**config.mk**
```make
export PLATFORM = sky130hd
export DESIGN_NAME = zegar_licznik
export DESIGN_NICKNAME = d
export VERILOG_FILES = /design/src/rtl/zegar_pkg.sv /design/src/rtl/bcd_field_cnt.sv /design/src/rtl/zegar_licznik.sv
export SDC_FILE = /design/constraint.sdc
export NUM_CORES = 1
export LEC_CHECK = 0
export ABC_AREA = 1
export BUFFER_PORTS_ARGS = -buffer_cell sky130_fd_sc_hd__buf_2
export CAP_MARGIN = 40
export CORE_MARGIN = 8
export CORE_UTILIZATION = 40
export DETAILED_ROUTE_END_ITERATION = 8
export PLACE_DENSITY = 0.66
export SYNTH_ARGS = -nofsm -noshare
export SYNTH_HDL_FRONTEND = slang
export SYNTH_SLANG_ARGS = --single-unit
```
**constraint.sdc**
```tcl
create_clock -name clk_i -period 3.4 [get_ports clk_i]
set_input_delay 0.17 -clock clk_i [delete_from_list [all_inputs] [get_ports clk_i]]
set_output_delay 0.17 -clock clk_i [all_outputs]
set_load 0.005 [all_outputs]
```
**src/rtl/zegar_pkg.sv**
```systemverilog
// Shared types and constants for the BCD time-of-day counter.
// Field limits are BCD-encoded so they compare directly against counter values.
package zegar_pkg;

  typedef logic [3:0] bcd_digit_t;
  typedef logic [7:0] bcd_field_t;

  localparam bcd_field_t SEC_MAX          = 8'h59;
  localparam bcd_field_t MIN_MAX          = 8'h59;
  localparam bcd_field_t HOUR_MAX_DEFAULT = 8'h23;

  typedef enum logic {IDLE, CHECK} state_e;

  // Both digits must be decimal; for well-formed BCD a plain compare orders correctly.
  function automatic logic bcd_in_range(bcd_field_t v, bcd_field_t max);
    bcd_digit_t tens;
    bcd_digit_t ones;
    tens = v[7:4];
    ones = v[3:0];
    return (tens <= 4'd9) && (ones <= 4'd9) && (v <= max);
  endfunction

endpackage

```
**src/rtl/bcd_field_cnt.sv**
```systemverilog
// Two-digit BCD counter: wraps to 00 past max_i with carry_o, load takes priority.
// Registered value, combinational carry; no backpressure.
module bcd_field_cnt
  import zegar_pkg::*;
(
  input  logic       clk_i,
  input  logic       rst_ni,
  input  bcd_field_t max_i,
  input  logic       inc_i,
  input  logic       load_i,
  input  bcd_field_t load_dat_i,
  output bcd_field_t val_o,
  output logic       carry_o
);

  bcd_field_t val_q;
  bcd_field_t val_d;
  bcd_digit_t tens_inc;
  bcd_digit_t ones_inc;

  assign tens_inc = val_q[7:4] + 4'd1;
  assign ones_inc = val_q[3:0] + 4'd1;
  assign carry_o  = inc_i & ~load_i & (val_q == max_i);
  assign val_o    = val_q;

  always_comb begin
    val_d = val_q;
    if (load_i) begin
      val_d = load_dat_i;
    end else if (inc_i) begin
      if (val_q == max_i) begin
        val_d = '0;
      end else if (val_q[3:0] >= 4'd9) begin
        val_d = {tens_inc, 4'd0};
      end else begin
        val_d = {val_q[7:4], ones_inc};
      end
    end
  end

  always_ff @(posedge clk_i or negedge rst_ni) begin
    if (!rst_ni) val_q <= '0;
    else         val_q <= val_d;
  end

endmodule

```
**src/rtl/zegar_licznik.sv**
```systemverilog
// BCD hh:mm:ss counter advanced by tick_i (or every cycle in test mode), with a validated set port.
// Time updates on the edge sampling adv; set_ready_o drops for one cycle per accepted load.
module zegar_licznik
  import zegar_pkg::*;
#(
  parameter bcd_field_t MAX_HOUR = HOUR_MAX_DEFAULT
) (
  input  logic       clk_i,
  input  logic       rst_ni,
  input  logic       tick_i,
  input  logic       button_test_i,
  input  logic       set_valid_i,
  output logic       set_ready_o,
  input  logic [7:0] set_hour_i,
  input  logic [7:0] set_min_i,
  input  logic [7:0] set_sec_i,
  output logic       set_err_o,
  output logic [7:0] hour_o,
  output logic [7:0] min_o,
  output logic [7:0] sec_o,
  output logic       min_pulse_o,
  output logic       day_pulse_o
);

  logic       sync1_q;
  logic       test_sync_q;
  logic       adv;

  state_e     state_q,     state_d;
  bcd_field_t hold_hour_q, hold_hour_d;
  bcd_field_t hold_min_q,  hold_min_d;
  bcd_field_t hold_sec_q,  hold_sec_d;
  logic       set_err_q,   set_err_d;
  logic       min_pulse_q, day_pulse_q;

  logic       legal;
  logic       load_en;
  logic       sec_carry, min_carry, hour_carry;

  assign adv   = test_sync_q | tick_i;
  assign legal = bcd_in_range(hold_sec_q, SEC_MAX)
               & bcd_in_range(hold_min_q, MIN_MAX)
               & bcd_in_range(hold_hour_q, MAX_HOUR);

  always_comb begin
    state_d     = state_q;
    hold_hour_d = hold_hour_q;
    hold_min_d  = hold_min_q;
    hold_sec_d  = hold_sec_q;
    load_en     = 1'b0;
    set_err_d   = 1'b0;
    set_ready_o = 1'b0;
    case (state_q)
      IDLE: begin
        set_ready_o = 1'b1;
        if (set_valid_i) begin
          hold_hour_d = set_hour_i;
          hold_min_d  = set_min_i;
          hold_sec_d  = set_sec_i;
          state_d     = CHECK;
        end
      end
      CHECK: begin
        state_d   = IDLE;
        load_en   = legal;
        set_err_d = ~legal;
      end
      default: state_d = IDLE;
    endcase
  end

  // A legal load overrides any advance in the same cycle, so the carry chain sees no inc.
  bcd_field_cnt u_sec (
    .clk_i      (clk_i),
    .rst_ni     (rst_ni),
    .max_i      (SEC_MAX),
    .inc_i      (adv & ~load_en),
    .load_i     (load_en),
    .load_dat_i (hold_sec_q),
    .val_o      (sec_o),
    .carry_o    (sec_carry)
  );

  bcd_field_cnt u_min (
    .clk_i      (clk_i),
    .rst_ni     (rst_ni),
    .max_i      (MIN_MAX),
    .inc_i      (sec_carry),
    .load_i     (load_en),
    .load_dat_i (hold_min_q),
    .val_o      (min_o),
    .carry_o    (min_carry)
  );

  bcd_field_cnt u_hour (
    .clk_i      (clk_i),
    .rst_ni     (rst_ni),
    .max_i      (MAX_HOUR),
    .inc_i      (min_carry),
    .load_i     (load_en),
    .load_dat_i (hold_hour_q),
    .val_o      (hour_o),
    .carry_o    (hour_carry)
  );

  always_ff @(posedge clk_i or negedge rst_ni) begin
    if (!rst_ni) begin
      sync1_q     <= 1'b0;
      test_sync_q <= 1'b0;
      state_q     <= IDLE;
      hold_hour_q <= '0;
      hold_min_q  <= '0;
      hold_sec_q  <= '0;
      set_err_q   <= 1'b0;
      min_pulse_q <= 1'b0;
      day_pulse_q <= 1'b0;
    end else begin
      sync1_q     <= button_test_i;
      test_sync_q <= sync1_q;
      state_q     <= state_d;
      hold_hour_q <= hold_hour_d;
      hold_min_q  <= hold_min_d;
      hold_sec_q  <= hold_sec_d;
      set_err_q   <= set_err_d;
      min_pulse_q <= sec_carry;
      day_pulse_q <= hour_carry;
    end
  end

  assign set_err_o   = set_err_q;
  assign min_pulse_o = min_pulse_q;
  assign day_pulse_o = day_pulse_q;

endmodule

```
==> summary.md <==
| Metric | Value |
|---|---|
| Run status | finished clean |
| Yosys top cell by area | dfrtp_1 |
| Nets@finish | 476 |
| CP Capture Type | flip-flop |
| Placed cells | 522 |
| I/O pin count | 57 |
| # hold bufs at CTS | 2 |
| Die X-Extent | 102 um |
| Layout cell share with drive strength beyond 1 | 18.9% |
| Power Density | 545 nW/um2 |
| Post-layout min period | 2.29 ns |
| Chip Height | 102 um |
| Hold Path Depth | 3 |
| Diode count | 0 |
| Seq/Total Area, Yosys | 45.3% |
| Yosys top cell area share | 45.3% |
| Worst skew pair latency | 0.31 ns |
| Switching Fraction | 37.1% |
| Max Freq | 437 MHz |
| Post-CTS Resized | 0 |
| Syn_nets | 419 |
| Gate power share | 32.6% |
| Max-Cap Viols | 0 |
| CTS tree | built |
| Top post-synthesis cells by area | dfrtp_1, nand2_1, ha_1, nand3_1, inv_1 |
| Syn_area_per_cell | 7.96 um2 |
| Post-CTS setup buffer count | 0 |
| DP HPWL | 5040 um |
| Initial antenna violation count | 0 |
| #FFs+latches synth | 54 |
| Sequential share of power | 47.9% |
| Setup_tns | 0 ns |
| Max Slew Vio Count | 0 |
| Yosys Warn Count | 0 |
| Clock group share of total power | 19.6% |
| First-pass GRT wire length | 11,700 um |
| Clk buf depth | 2 |
| H-tree levels | 2 |
| Die area | 10,500 um2 |
| Largest net degree at the start of global routing | 36 |
| Mapped cell area | 2990 um2 |
| Core Area | 7250 um2 |
| Fin util | 47.5% |
| Routed WL | 6690 um |
| Final hold vios | 0 |
| Routed WL per cell | 12.6 um |
| RSZ-0062 raised after global routing | false |
| Worst-path clk slew | 0.09 ns |
| WHS Endpoint | hold_sec_q[0] |
| DRT Pass-1 Iters | 5 |
| Final setup skew | 0.00778 ns |
| RR Startpoint | state_q |
| Rel. slew slack | 46.9% |
| # setup viols final | 0 |
| NetSw | 698 uW |
| Final cell count without fillers | 532 |
| FF-to-FF End | hold_min_q[7] |
| CP max FO | 35 |
| Clock root buffer | clkbuf_8 |
| P_leak | 0.00192 uW |
| Worst Path Required | 3.60 ns |
| R2R setup slack | 1.11 ns |
| Vias | 2,528 |
| Int Pwr | 1180 uW |
| Yosys cell types | 27 |
| Cell count after synthesis | 375 |
| Row cnt | 31 |
| Hold_sp | set_sec_i[0] |
| GRT overflow | 0 |
| Critical Path Source Type | flip-flop |
| Hold Crit Class | primary input to flip-flop |
| Detail Route Antenna Nets | 0 |
| Port Buffers | 56 |
| DRT iter0 DRCs | 155 |
| CTS Buf Count | 5 |
| Starting Density | 41.2% |
| Slew @ Worst Pin | 0.791 ns |
| Worst vdd ir | 0.173 mV |
| Fin crit share | 67.4% |
| Vias in the first global route | 2,525 |
| Vias/cell | 4.75 |
| R2R depth | 4 |
| GPL Wtd Cong | 0.854 |
| Clock sink total | 54 |
| CP arrival | 2.49 ns |
| Total GRT Usage | 14.0% |
| Area growth from synthesis to layout | 15.5% |
| Drt drc | 0 |
| WS Path Type | flip-flop to flip-flop |
==> worst max-delay path, cell delays in order, from the launching register on <==
cell and delay, ns:
dfrtp_1 0.54, inv_1 0.11, nand2_1 0.36, clkinv_1 0.77, o21ai_0 0.40
==> state kept, by name, summed over array words and instances (netlist names), 8 cells and up <==
signal,flops
hold_hour_q,8
hold_min_q,8
hold_sec_q,8
u_hour.val_o,8
u_min.val_o,8
u_sec.val_o,8
==> layout make-up <==
class,instances,area [um2]
clock buffers,7,86.3
clock inverters,1,5.00
fillers,745,3800
inverters,42,158
multi-input cells,270,1420
flip-flops and latches,54,1350
well taps,99,124
repair buffers,59,308
==> stage by stage <==
step | hold WS (ns) | worst slack, ns | power, uW | cell area (um2)
3_5_place_dp | 0.281 | 1.09 | 1530 | 3340
2_1_floorplan | -0.126 | 1.80 | 1310 | 2990
3_3_place_gp | 0.282 | 1.27 | 1500 | 3340
6_report | 0.0622 | 1.11 | 1880 | 3450
5_1_grt | 0.0576 | 0.778 | 2040 | 3450
4_1_cts | 0.0494 | 1.09 | 1910 | 3450
==> worst max path at each step <==
stage / from / slack, ns / depth (start not counted) / to
floorplan: u_sec.val_o[1] / 1.80 / 9 / u_hour.val_o[4]
global placement: state_q / 1.27 / 4 / hold_hour_q[2]
detailed placement: state_q / 1.09 / 4 / hold_hour_q[3]
CTS: state_q / 1.09 / 4 / hold_min_q[7]
global route: state_q / 0.78 / 4 / hold_min_q[7]
finish: state_q / 1.11 / 4 / hold_min_q[7]
==> cell usage in the layout (no fill, tap or decap), types with 2 or more instances in the layout <==
cell type / count
buf_2: 56
clkbuf_8: 6
dfrtp_1: 54
dlygate4sd3_1: 2
ha_1: 15
inv_1: 37
inv_2: 4
nand2_1: 145
nand2_2: 4
nand2_4: 3
nand3_1: 30
nand4_1: 15
nor2_1: 14
nor3_1: 5
o21ai_0: 13
o21ai_1: 5
o21ai_2: 3
xnor2_1: 6
xor2_1: 6
==> per-layer routing <==
layer / vias up / global-route usage, % / wire length [um]
met5: - / 0 / 0
met4: 0 / 5.42 / 141
met3: 10 / 3.20 / 339
met2: 51 / 21.3 / 2980
met1: 1173 / 18.7 / 3230
li1: 1294 / - / -
==> power groups by stage <==
stage | clock network, uW | logic [uW] | registers (uW)
6_report | 368 | 613 | 900
5_1_grt | 406 | 713 | 926
4_1_cts | 381 | 625 | 900
3_5_place_dp | 0 | 620 | 912
3_3_place_gp | 0 | 597 | 908
2_1_floorplan | 0 | 417 | 891
==> synth_stat cells <==
master	instances
clkbuf_1	2
nand2_2	4
a21oi_1	1
nand2_1	145
o21ai_4	1
dfrtp_1	54
inv_1	37
xor2_1	6
o21ai_0	13
o21ai_1	5
nor2_8	1
buf_6	2
xnor2_1	6
nand3b_1	1
nand3_4	1
nor3_4	1
nand3_1	30
nor3_1	5
buf_4	2
ha_1	15
clkinv_1	1
buf_2	3
nor2_1	14
nand2_4	3
inv_2	4
nand4_1	15
o21ai_2	3
==> cell families (layout without fill, tap and decap cells) <==
group | Yosys count | after routing | share of synthesized area, %
fa+ha+maj | 15 | 15 | 6.29
xor+xnor | 12 | 12 | 3.52
simple gates | 220 | 220 | 33.0
buf+inv | 51 | 109 | 7.29
compound gates | 23 | 23 | 4.61
flops | 54 | 54 | 45.3
No activity file was read; power rests on OpenSTA's default activity.
